`config.mk`:
```
export PLATFORM = sky130hd
export DESIGN_NAME = obc_challenge_scheduler
export DESIGN_NICKNAME = d
export VERILOG_FILES = /design/src/rtl/obc_challenge_scheduler.sv
export SDC_FILE = /design/constraint.sdc
export NUM_CORES = 1
export LEC_CHECK = 0
export CAP_MARGIN = 20
export CORE_AREA = 2 2 79 51
export DETAILED_ROUTE_END_ITERATION = 10
export DIE_AREA = 0 0 81 53
export GPL_ROUTABILITY_DRIVEN = 0
export HOLD_SLACK_MARGIN = 0.05
export PLACE_DENSITY = 0.85
export SLEW_MARGIN = 5
export SYNTH_ARGS = -nofsm -noshare
export SYNTH_HDL_FRONTEND = slang
export SYNTH_SLANG_ARGS = --single-unit
```
`constraint.sdc`:
```
create_clock -name clk -period 3.1 [get_ports clk]
set_input_delay 0.93 -clock clk [delete_from_list [all_inputs] [get_ports clk]]
set_output_delay 0.93 -clock clk [all_outputs]
set_load 0.01 [all_outputs]
```
`src/rtl/obc_challenge_scheduler.sv`:
```
// Challenge/response health-check sequencer for the primary OBC: periodic question bursts,
// local answer check, escalation to an OBC reset pulse and finally a sticky failover.
module obc_challenge_scheduler #(
  parameter int         PERIOD      = 256,
  parameter int         N_ROUNDS    = 10,
  parameter int         PASS_MIN    = 10,
  parameter int         TIMEOUT     = 16,
  parameter int         MAX_STRIKES = 3,
  parameter int         RST_PULSE   = 8,
  parameter logic [3:0] LFSR_SEED   = 4'b1001
) (
  input  logic       clk,
  input  logic       reset,
  input  logic       enable,
  output logic       q_valid,
  output logic [3:0] question,
  input  logic       q_ready,
  input  logic       a_valid,
  input  logic [3:0] answer_obc,
  output logic       obc_reset,
  output logic       override,
  output logic       busy,
  output logic [2:0] strikes,
  output logic [2:0] o_dbg_state
);

  localparam logic [2:0] S_IDLE        = 3'd0;
  localparam logic [2:0] S_WAIT_PERIOD = 3'd1;
  localparam logic [2:0] S_ASK         = 3'd2;
  localparam logic [2:0] S_WAIT_ANS    = 3'd3;
  localparam logic [2:0] S_EVAL        = 3'd4;
  localparam logic [2:0] S_RESET_OBC   = 3'd5;
  localparam logic [2:0] S_FAILOVER    = 3'd6;

  localparam int TW = $clog2(PERIOD + 1);
  localparam int WW = $clog2(TIMEOUT + 1);
  localparam int PW = $clog2(RST_PULSE + 1);

  localparam logic [TW-1:0] TIMER_LAST = TW'(PERIOD - 1);
  localparam logic [WW-1:0] WAIT_LAST  = WW'(TIMEOUT - 1);
  localparam logic [PW-1:0] PULSE_LAST = PW'(RST_PULSE - 1);
  localparam logic [3:0]    ROUNDS     = 4'(N_ROUNDS);
  localparam logic [3:0]    PASS_THR   = 4'(PASS_MIN);
  localparam logic [2:0]    STRIKE_MAX = 3'(MAX_STRIKES);

  // Handshake: a question transfers on a rising clk edge where q_valid & q_ready are both 1;
  // question is held stable while q_valid is high. Answers are a one-cycle a_valid strobe
  // and are only looked at while a question is outstanding (WAIT_ANS).

  logic [2:0]    r_state;
  logic [TW-1:0] r_timer;
  logic [WW-1:0] r_wcnt;
  logic [PW-1:0] r_pcnt;
  logic [3:0]    r_round;
  logic [3:0]    r_correct;
  logic [3:0]    r_expected;
  logic [3:0]    r_question;
  logic [2:0]    r_strikes;
  logic          r_q_valid;
  logic          r_obc_reset;
  logic          r_override;
  logic          r_busy;

  logic [2:0]    w_nxt;
  logic          w_hs;
  logic          w_ans_done;
  logic          w_hit;
  logic          w_pass;
  logic [3:0]    w_round_nxt;
  logic [2:0]    w_strikes_inc;
  logic [3:0]    w_ref_answer;

  always_comb begin
    w_ref_answer  = {r_question[3] ^ r_question[2], r_question[2] ^ r_question[1],
                     r_question[1] ^ r_question[0], ~r_question[0]};
    w_hs          = (r_state == S_ASK) && r_q_valid && q_ready;
    w_ans_done    = (r_state == S_WAIT_ANS) && (a_valid || (r_wcnt == WAIT_LAST));
    w_hit         = a_valid && (answer_obc == r_expected);
    w_round_nxt   = r_round + 4'd1;
    w_pass        = (r_correct >= PASS_THR);
    w_strikes_inc = r_strikes + 3'd1;
    w_nxt         = r_state;
    case (r_state)
      S_IDLE: begin
        if (enable) w_nxt = S_WAIT_PERIOD;
      end
      S_WAIT_PERIOD: begin
        if (!enable)                  w_nxt = S_IDLE;
        else if (r_timer == TIMER_LAST) w_nxt = S_ASK;
      end
      S_ASK: begin
        if (!enable)   w_nxt = S_IDLE;
        else if (w_hs) w_nxt = S_WAIT_ANS;
      end
      S_WAIT_ANS: begin
        if (!enable)        w_nxt = S_IDLE;
        else if (w_ans_done) w_nxt = (w_round_nxt < ROUNDS) ? S_ASK : S_EVAL;
      end
      S_EVAL: begin
        if (!enable)                       w_nxt = S_IDLE;
        else if (w_pass)                   w_nxt = S_WAIT_PERIOD;
        else if (w_strikes_inc == STRIKE_MAX) w_nxt = S_FAILOVER;
        else                               w_nxt = S_RESET_OBC;
      end
      S_RESET_OBC: begin
        if (r_pcnt == PULSE_LAST) w_nxt = S_WAIT_PERIOD;
      end
      S_FAILOVER: w_nxt = S_FAILOVER;
      default:    w_nxt = S_IDLE;
    endcase
  end

  always_ff @(posedge clk) begin
    if (!reset) begin
      r_state     <= S_IDLE;
      r_timer     <= '0;
      r_wcnt      <= '0;
      r_pcnt      <= '0;
      r_round     <= '0;
      r_correct   <= '0;
      r_expected  <= '0;
      r_question  <= LFSR_SEED;
      r_strikes   <= '0;
      r_q_valid   <= 1'b0;
      r_obc_reset <= 1'b0;
      r_override  <= 1'b0;
      r_busy      <= 1'b0;
    end else begin
      r_state     <= w_nxt;
      // Outputs are registered copies of what the next state implies.
      r_q_valid   <= (w_nxt == S_ASK);
      r_busy      <= (w_nxt == S_ASK) || (w_nxt == S_WAIT_ANS) || (w_nxt == S_EVAL);
      r_obc_reset <= (w_nxt == S_RESET_OBC);
      r_override  <= (w_nxt == S_FAILOVER);

      r_timer <= (r_state == S_WAIT_PERIOD) ? r_timer + TW'(1) : '0;
      r_wcnt  <= ((r_state == S_WAIT_ANS) && (w_nxt == S_WAIT_ANS)) ? r_wcnt + WW'(1) : '0;
      r_pcnt  <= ((r_state == S_RESET_OBC) && (w_nxt == S_RESET_OBC)) ? r_pcnt + PW'(1) : '0;

      if ((r_state == S_WAIT_PERIOD) && (w_nxt == S_ASK)) begin
        r_round   <= '0;
        r_correct <= '0;
      end else if (w_ans_done) begin
        r_round <= w_round_nxt;
        if (w_hit) r_correct <= r_correct + 4'd1;
      end

      if (w_hs) begin
        r_expected <= w_ref_answer;
        r_question <= {r_question[2:0], r_question[3] ^ r_question[2]};
      end

      // A burst abandoned by enable=0 leaves the strike count untouched.
      if ((r_state == S_EVAL) && enable) begin
        r_strikes <= w_pass ? 3'd0 : w_strikes_inc;
      end
    end
  end

  assign q_valid     = r_q_valid;
  assign question    = r_question;
  assign obc_reset   = r_obc_reset;
  assign override    = r_override;
  assign busy        = r_busy;
  assign strikes     = r_strikes;
  assign o_dbg_state = r_state;

endmodule
```
## After elaboration in Yosys (flattened, before gate mapping)

Cells that the tools add are included.

- Add/subtract/negate cells: 6
- Magnitude comparators: 2
- Eq/ne operators: 16
- Multiplexer cells: 14
- Bitwise logic cells: 5
- Reductions and logical operators: 17

Operators by type and width:

| operator | number |
|---|---|
| two-way mux 3 bit | 12 |
| one-hot mux 3 bit (7 select lines) | 1 |
| equality test 3 bit, second input constant | 6 |
| equality test 3 x 2 -> 1 bit, second input constant | 5 |
| adder 4 x 1 -> 4 bit, second input constant | 3 |
| adder 9 x 1 -> 9 bit, second input constant | 1 |
| equality test 9 x 8 -> 1 bit, second input constant | 1 |
| logical AND 1 bit | 8 |
| AND reduction 2 bit | 4 |
| adder 5 x 1 -> 5 bit, second input constant | 1 |
| equality test 5 x 4 -> 1 bit, second input constant | 1 |
| equality test 4 x 3 -> 1 bit, second input constant | 1 |
| equality test 4 bit | 1 |
| >= comparator 4 bit, second input constant | 1 |
| less-than comparator 4 bit, second input constant | 1 |
| adder 3 x 1 -> 3 bit, second input constant | 1 |
| equality test 3 x 1 -> 1 bit, second input constant | 1 |
| zero test 3 bit | 1 |
| logical OR 1 bit | 3 |
| XOR 1 bit | 3 |
| two-way mux 2 bit | 1 |
| inverter 1 bit | 2 |
| OR reduction 2 bit | 1 |

- Bits in registers: 44
- Bits of input ports: 9
- Output and inout bits: 14

## Longest topological paths before layout

Gate-level depths: netlist of run 1.

- Depth after elaboration: 9
- Gate-level depth with buffers: 9
- Mapped depth without buffers: 9

## Worst setup path after synthesis of run 1

No wires, ideal clock.

- Path type: input to register
- Start: in enable
- End: reg r_wcnt[2]
- Setup time: 0.073 ns
- Data arrival time: 1.860 ns
- Setup slack: 1.167 ns
- Stages on the path: 5
- Buffers on the path: 1
- Cells stage by stage: buf_4 > nand2_1 > a311o_1 > a31o_4 > nor3_2

- Cells in the longest elaborated chain, start to end: 5
- Elaborated cells between the ends (all ways): 9
- Those cells by class: 1 x eq/ne; 6 x mux; 2 x reduce/logical

Ends and longest elaborated chain:

| item | line | source |
|---|---|---|
| start: declaration | 14 | `input logic enable,` |
| two-way mux 3 bit (on tied branches) | -- |  |
| one-hot mux 3 bit (7 select lines) * | 83 | `case (r_state)` |
| equality test 3 x 2 -> 1 bit * | 137 | `r_wcnt <= ((r_state == S_WAIT_ANS) && (w_nxt == S_WAIT_ANS)) ? r_wcnt + WW'(1) : '0;` |
| logical AND 1 bit * | 137 |  |
| AND reduction 2 bit (no line) * | -- |  |
| end signal: assignment | 137 |  |
| end: declaration | 52 | `logic [WW-1:0] r_wcnt;` |

Every way passes the cells marked *; elsewhere a longest branch is shown, timed or not.
A chain may end at the register's enable or synchronous reset.

## Worst setup path after layout of run 1

- Start: reg r_state[1], in the netlist o_dbg_state[1]
- End: out o_dbg_state[1]

RTL lines:

| item | line | source |
|---|---|---|
| start: declaration | 50 | `logic [2:0] r_state;` |
| start signal: assignment | 129 | `r_state <= w_nxt;` |
| end: declaration | 24 | `output logic [2:0] o_dbg_state` |

No word-level cell between the ends.

==> key figures, run 1 <==
Run status
  • Status: finished clean

Route
  • Wire length per cell: 13.5 µm
  • DR DRC count: 0
  • Initial DRC count: 148
  • Vias per cell: 5.39
  • Drt pass-1 iters: 4
  • Total Wirelength: 4.03 mm
  • ANT nets after route: 0
  • Via count: 1612

Layout
  • P&R area growth vs syn: 16.4%
  • Final Cell Area: 2370 µm²
  • Fin util: 0.672
  • Fin nets: 270
  • Share of post-route cells with drive strength above 1: 0.0754
  • Antenna diode count: 0

CTS
  • CTS root buffer: clkbuf_8
  • Worst-Skew Late Latency: 300 ps
  • CTS Buf Count: 5
  • CTS tree: done
  • Post_cts resized: 0
  • CTS Buffer Depth: 2
  • Sink Count: 44
  • Cts hold-fix bufs: 0
  • Post-CTS Setup Bufs: 0
  • CTS HTree Levels: 2
  • Clk pin slew, worst setup/hold paths: 80 ps

Floorplan
  • Initial Util: 0.578
  • Ports: 23
  • Std cell rows: 17
  • Core area: 3530 µm²
  • Die width: 81 µm
  • Die height: 53 µm
  • Die area: 4290 µm²

Synth
  • Async S/R FF share, synth: 0
  • Synthesized flop and latch total: 44
  • Synthesis Warnings: 0
  • Register area share after synthesis: 0.432
  • Post-Syn Area: 2040 µm²
  • Syn avg cell area: 8.98 µm²
  • Top cells by count, synth: 44 x dfxtp_1, 37 x nor2_1, 18 x nand2_1
  • Count leader, synth: dfxtp_1
  • Top cell type by total area after synthesis: dfxtp_1
  • Post-synth EDFFs: 0
  • Synth area leaders: dfxtp_1 43%, xnor2_1 7.3%, nor2_1 6.8%
  • Dominant synthesized flop cell: dfxtp_1
  • Mapped Nets: 246
  • Synth top area share: 0.432
  • Synth unique cells: 42
  • Cell count after synthesis: 227

Critical path
  • Data arrival, critical path: 1580 ps
  • Reg2reg path depth: 7
  • Buffers & Inverters on Critical Path: 1
  • Startpoint Class: register
  • Reg-to-reg startpoint: r_wcnt[0]$_SDFF_PN0_
  • Worst path slowest cell: dfxtp_1
  • Category of the most critical setup path: reg -> out
  • Worst Setup SP: o_dbg_state[1]$_SDFF_PN0_
  • CP Max Fanout: 14
  • CP Capture Type: output pin
  • Cells along the critical path: clkdlybuf4s50_1
  • CP peak stage delay: 650 ps
  • FF-to-FF setup slack: 1140 ps
  • Levels on crit path: 1
  • Reg2reg end: q_valid$_SDFF_PN0_
  • CP delay by family, top: flip-flops
  • CP Data Required Time: 2170 ps
  • Worst Setup EP: o_dbg_state[1]

Timing
  • RSZ-0062 raised after global routing: false
  • Fin. max-slew vios: 0
  • Tcrit/Tclk final: 0.811
  • Fin crit period: 2510 ps
  • Final setup fails: 0
  • Fmax: 398 MHz
  • Sum of negative setup slack: 0 ps
  • Worst rel slew slack: 0.577
  • Final Hold Vio Count: 0
  • Hold_ws: 451 ps
  • Clock skew: 6.54 ps
  • Slew of the pin with the lowest slew margin: 631 ps

Pwr
  • Cell Pwr Density: 416 nW/µm²
  • Static Leakage: 0.840 nW
  • Overall power: 986 µW
  • Peak supply drop: 0.291 mV

Global route
  • Largest net degree at the start of global routing: 15
  • Vias in the first global route: 1467
  • Total GRT Usage: 0.215
  • First-pass GRT wire length: 6.88 mm
  • Initial antenna violation count: 0
  • Gr ovfl total: 0

Placed design
  • Placed cell area: 2280 µm²
  • IO Port Bufs: 22
  • Detail Placement HPWL: 2.93 mm

Run
  • Max-cap violations: 0

Worst hold path
  • HP Class: reg -> reg
  • Worst hold path depth: 1
## cells by family after synthesis
| group | Yosys count | synth area share |
|---|---|---|
| compound gates | 28 | 0.103 |
| xor+xnor | 24 | 0.103 |
| fa+ha+maj | 10 | 0.0613 |
| buf+inv | 18 | 0.0448 |
| flops | 44 | 0.432 |
| mux | 1 | 0.00491 |
| simple gates | 102 | 0.251 |
## where the power goes
group / internal (mW) / leakage, nW / switching, mW
Clock: 0.181 / 0.0445 / 0.193
Combinational: 0.0207 / 0.441 / 0.0223
Sequential: 0.566 / 0.355 / 0.00319
Total: 0.768 / 0.840 / 0.218
## area by class of cell
type | instances | area [µm²]
clock buffers | 7 | 86.3
clock inverters | 1 | 7.51
fillers | 303 | 1160
inverters | 12 | 45.0
multi-input cells | 165 | 1070
flip-flops and latches | 44 | 881
well taps | 47 | 58.8
repair buffers | 23 | 228
## how the worst min path moves through the flow
| stage | start | endpoint | slack (ps) |
|---|---|---|---|
| 3_5_place_dp | r_timer[0]$_SDFF_PN0_ | r_timer[0]$_SDFF_PN0_ | 440 |
| 5_1_grt | r_timer[0]$_SDFF_PN0_ | r_timer[0]$_SDFF_PN0_ | 470 |
| 2_1_floorplan | r_timer[0]$_SDFF_PN0_ | r_timer[0]$_SDFF_PN0_ | 410 |
| 6_report | r_timer[0]$_SDFF_PN0_ | r_timer[0]$_SDFF_PN0_ | 450 |
| 3_3_place_gp | r_timer[0]$_SDFF_PN0_ | r_timer[0]$_SDFF_PN0_ | 430 |
| 4_1_cts | r_timer[0]$_SDFF_PN0_ | r_timer[0]$_SDFF_PN0_ | 450 |
## cells in the final DEF (no fill, tap or decap), drive strengths merged
| master | instances |
|---|---|
| a211oi | 3 |
| a21oi | 6 |
| a311o | 1 |
| a31o | 1 |
| and2 | 3 |
| and2b | 1 |
| and3 | 6 |
| and4bb | 1 |
| buf | 1 |
| clkbuf | 7 |
| clkdlybuf4s50 | 22 |
| clkinvlp | 1 |
| dfxtp | 44 |
| ha | 10 |
| inv | 12 |
| mux2i | 1 |
| nand2 | 18 |
| nand3 | 15 |
| nand3b | 1 |
| nand4 | 1 |
| nand4bb | 1 |
| nor2 | 37 |
| nor2b | 2 |
| nor3 | 11 |
| nor4 | 3 |
| o2111ai | 1 |
| o211ai | 1 |
| o21a | 1 |
| o21ai | 7 |
| o21bai | 1 |
| o22ai | 1 |
| o2bb2ai | 1 |
| o31a | 1 |
| o31ai | 2 |
| o32a | 1 |
| or3 | 2 |
| xnor2 | 17 |
| xor2 | 7 |
## metrics by stage
step / setup WS (ps) / instances
2_1_floorplan: 1170 / 227
3_3_place_gp: 579 / 291
3_5_place_dp: 527 / 291
6_report: 587 / 299
5_1_grt: 540 / 299
4_1_cts: 595 / 299
## metal layers
metal  part of all wire  up-vias  track usage
met4              0.020        0       0.0989
met2               0.40       68        0.295
met3              0.075       13       0.0683
li1                   -      815            -
met1               0.50      716        0.304
met5                  0        -            0
## state kept, by name (all words and copies together) (netlist names)
| name | flops |
|---|---|
| r_correct | 4 |
| r_round | 4 |
| override | 1 |
| q_valid | 1 |
| r_pcnt | 4 |
| strikes | 3 |
| o_dbg_state | 3 |
| question | 4 |
| r_timer | 9 |
| obc_reset | 1 |
| r_wcnt | 5 |
| busy | 1 |
| r_expected | 4 |
No activity file was read; power rests on OpenSTA's default activity.
==> inputs of run 2 (changes only) <==
--- a/config.mk
+++ b/config.mk
@@ -6,12 +6,12 @@
 export NUM_CORES = 1
 export LEC_CHECK = 0
 export CAP_MARGIN = 20
-export CORE_AREA = 2 2 79 51
+export CORE_AREA = 2 2 86 55
 export DETAILED_ROUTE_END_ITERATION = 10
-export DIE_AREA = 0 0 81 53
+export DIE_AREA = 0 0 88 57
 export GPL_ROUTABILITY_DRIVEN = 0
 export HOLD_SLACK_MARGIN = 0.05
-export PLACE_DENSITY = 0.85
+export PLACE_DENSITY = 0.77
 export SLEW_MARGIN = 5
 export SYNTH_ARGS = -nofsm -noshare
 export SYNTH_HDL_FRONTEND = slang
==> constraint.sdc (replaced) <==
create_clock -name clk -period 2.2 [get_ports clk]
set_input_delay 0.66 -clock clk [delete_from_list [all_inputs] [get_ports clk]]
set_output_delay 0.66 -clock clk [all_outputs]
set_load 0.01 [all_outputs]
==> run 2 against run 1 <==
Final cell count is 8.4% higher. Clock power is 38% higher. Sequential share of layout area is 1.3 points lower. Design area is 3.7% higher. Core utilization is 10 points lower. Die area is 17% higher.
==> key figures, run 2 (synthesis gave the netlist of run 1 again) <==
Run status
  • Status: finished clean (unchanged)

CTS
  • CTS Buffer Depth: 2 (unchanged)
  • Cts hold-fix bufs: 0 (unchanged)
  • CTS HTree Levels: 2 (unchanged)
  • CTS Buf Count: 5 (unchanged)
  • Clk pin slew, worst setup/hold paths: 80 ps (about the same)
  • Post-CTS Setup Bufs: 0 (unchanged)
  • Worst-Skew Late Latency: 290 ps (was 300 ps)
  • CTS root buffer: clkbuf_8 (unchanged)
  • CTS tree: done (unchanged)
  • Post_cts resized: 0 (unchanged)
  • Sink Count: 44 (unchanged)

Timing
  • Sum of negative setup slack: 0 ps (unchanged)
  • Final Hold Vio Count: 0 (unchanged)
  • Setup ws final: 105 ps (was 587 ps)
  • Clock skew: 9.18 ps (was 6.54 ps)
  • Tcrit/Tclk final: 0.952
  • Fin. max-slew vios: 0 (unchanged)
  • RSZ-0062 raised after global routing: false (unchanged)
  • Worst rel slew slack: 0.710 (was 0.577)
  • Slew of the pin with the lowest slew margin: 433 ps (was 631 ps)
  • Fmax: 477 MHz
  • Fin crit period: 2100 ps
  • Hold_ws: 468 ps (was 451 ps)
  • Final setup fails: 0 (unchanged)

Global route
  • First-pass GRT wire length: 6.93 mm (was 6.88 mm)
  • Largest net degree at the start of global routing: 14 (was 15)
  • Total GRT Usage: 0.180 (was 0.215)
  • Initial antenna violation count: 0 (unchanged)
  • Gr ovfl total: 0 (unchanged)
  • Vias in the first global route: 1474 (was 1467)

Layout
  • Antenna diode count: 0 (unchanged)
  • Filler cells: 382 (was 303)
  • Fin cells: 324 (was 299)
  • Fin nets: 279 (was 270)
  • Top Registers: r_timer: 9 flops, r_wcnt: 5 flops (unchanged)
  • Largest reg by FF count: r_timer (unchanged)
  • Share of post-route cells with drive strength above 1: 0.107 (was 0.0754)
  • P&R area growth vs syn: 20.7% (was 16.4%)
  • Max FFs per register: 9 (unchanged)
  • Most frequent cells in the layout: 44 x dfxtp_1, 37 x nor2_1, 22 x clkdlybuf4s50_1 (unchanged)
  • Commonest non-fill, non-tap cell in the layout: dfxtp_1 (unchanged)

Critical path
  • Worst Setup SP: o_dbg_state[2]$_SDFF_PN0_ (was o_dbg_state[1]$_SDFF_PN0_)
  • FF-to-FF setup slack: 280 ps (was 1140 ps)
  • CP Capture Type: output pin (unchanged)
  • Buffers & Inverters on Critical Path: 1 (unchanged)
  • CP delay by family, top: buffers and inverters (was flip-flops)
  • Reg-to-reg startpoint: r_wcnt[0]$_SDFF_PN0_ (unchanged)
  • Worst path slowest cell: clkdlybuf4s50_1 (was dfxtp_1)
  • Cells along the critical path: clkdlybuf4s50_1 (unchanged)
  • CP Max Fanout: 11 (was 14)
  • Reg2reg path depth: 7 (unchanged)
  • Category of the most critical setup path: reg -> out (unchanged)
  • CP peak stage delay: 620 ps (was 650 ps)
  • Startpoint Class: register (unchanged)
  • CP Data Required Time: 1540 ps (was 2170 ps)
  • Levels on crit path: 1 (unchanged)
  • Data arrival, critical path: 1440 ps (was 1580 ps)
  • Reg2reg end: r_wcnt[2]$_SDFF_PN0_ (was q_valid$_SDFF_PN0_)
  • Worst Setup EP: o_dbg_state[2] (was o_dbg_state[1])

Pwr
  • Cell Pwr Density: 562 nW/µm² (was 416 nW/µm²)
  • Static Leakage: 0.884 nW (was 0.840 nW)
  • Peak supply drop: 0.360 mV (was 0.291 mV)

Floorplan
  • Die area: 5020 µm² (was 4290 µm²)
  • Initial Util: 0.474 (was 0.578)
  • Die height: 57 µm (was 53 µm)
  • Core area: 4300 µm² (was 3530 µm²)
  • Std cell rows: 19 (was 17)
  • Ports: 23 (unchanged)
  • Die width: 88 µm (was 81 µm)

Placed design
  • Placed Cells: 316 (was 291)
  • IO Port Bufs: 22 (unchanged)
  • Place WS: -27.1 ps (was 527 ps)
  • Detail Placement HPWL: 3.07 mm (was 2.93 mm)

Route
  • DR DRC count: 0 (unchanged)
  • ANT nets after route: 0 (unchanged)
  • Vias per cell: 4.92 (was 5.39)
  • Initial DRC count: 85 (was 148)
  • Drt pass-1 iters: 4 (unchanged)
  • Via count: 1594 (was 1612)
  • Wire length per cell: 12.5 µm (was 13.5 µm)
  • Total Wirelength: 4.06 mm (was 4.03 mm)

Run
  • Max-cap violations: 0 (unchanged)

Worst hold path
  • HP Class: reg -> reg (unchanged)
## run 2: cell count changes in the layout (fill, tap and decap cells not counted), sizes merged
cell	delta
buf	+9
## run 2: layer usage
| metal | wire (µm) | track usage | vias to the layer above | part of all wire |
|---|---|---|---|---|
| met5 | 0 | 0 | - | 0 |
| met4 | 56 | 0.0549 | 0 | 0.014 |
| met3 | 165 | 0.0492 | 4 | 0.041 |
| met2 | 1630 | 0.242 | 29 | 0.40 |
| met1 | 2210 | 0.277 | 722 | 0.54 |
| li1 | - | - | 839 | - |
## run 2: area by class of cell
type                            instances  area (µm²)  share of cell area
Sequential cell                        44         881               0.358
Tap cell                               63        78.8              0.0320
Clock inverter                          1        7.51             0.00305
Inverter                               12        45.0              0.0183
Multi-Input combinational cell        165        1070               0.434
Timing Repair Buffer                   32         295               0.120
Clock buffer                            7        86.3              0.0351
## run 2: where the power goes
part | switching (mW) | leakage [nW] | total [mW] | internal (mW)
sequential | 0.00420 | 0.355 | 0.802 | 0.798
combinational | 0.0333 | 0.485 | 0.0669 | 0.0336
clock | 0.260 | 0.0445 | 0.515 | 0.255
## run 2: how the worst min path moves through the flow
stage / start / to / slack [ps] / depth (start not counted)
5_1_grt: r_timer[0]$_SDFF_PN0_ / r_timer[0]$_SDFF_PN0_ / 500 / 1
6_report: r_wcnt[0]$_SDFF_PN0_ / r_wcnt[0]$_SDFF_PN0_ / 470 / 1
3_5_place_dp: r_pcnt[0]$_SDFF_PN0_ / r_pcnt[0]$_SDFF_PN0_ / 460 / 1
3_3_place_gp: r_timer[0]$_SDFF_PN0_ / r_timer[0]$_SDFF_PN0_ / 420 / 1
2_1_floorplan: r_timer[0]$_SDFF_PN0_ / r_timer[0]$_SDFF_PN0_ / 410 / 1
4_1_cts: r_pcnt[0]$_SDFF_PN0_ / r_pcnt[0]$_SDFF_PN0_ / 470 / 1
## run 2: worst reg2reg max path, cell delays in order (launching register included)
cell	delay, ps
dfxtp_1	330
ha_1	230
and3_1	190
ha_1	220
nor4_1	330
o21ai_2	110
a31o_4	300
nor3_2	150
## run 2: through the flow
| step | cell area [µm²] | util | power [mW] |
|---|---|---|---|
| floorplan | 2040 | - | 0.856 |
| global placement | 2370 | 0.550 | 0.887 |
| detailed placement | 2370 | 0.550 | 0.888 |
| CTS | 2460 | 0.572 | 1.40 |
| global route | 2460 | 0.572 | 1.44 |
| finish | 2460 | 0.572 | 1.38 |
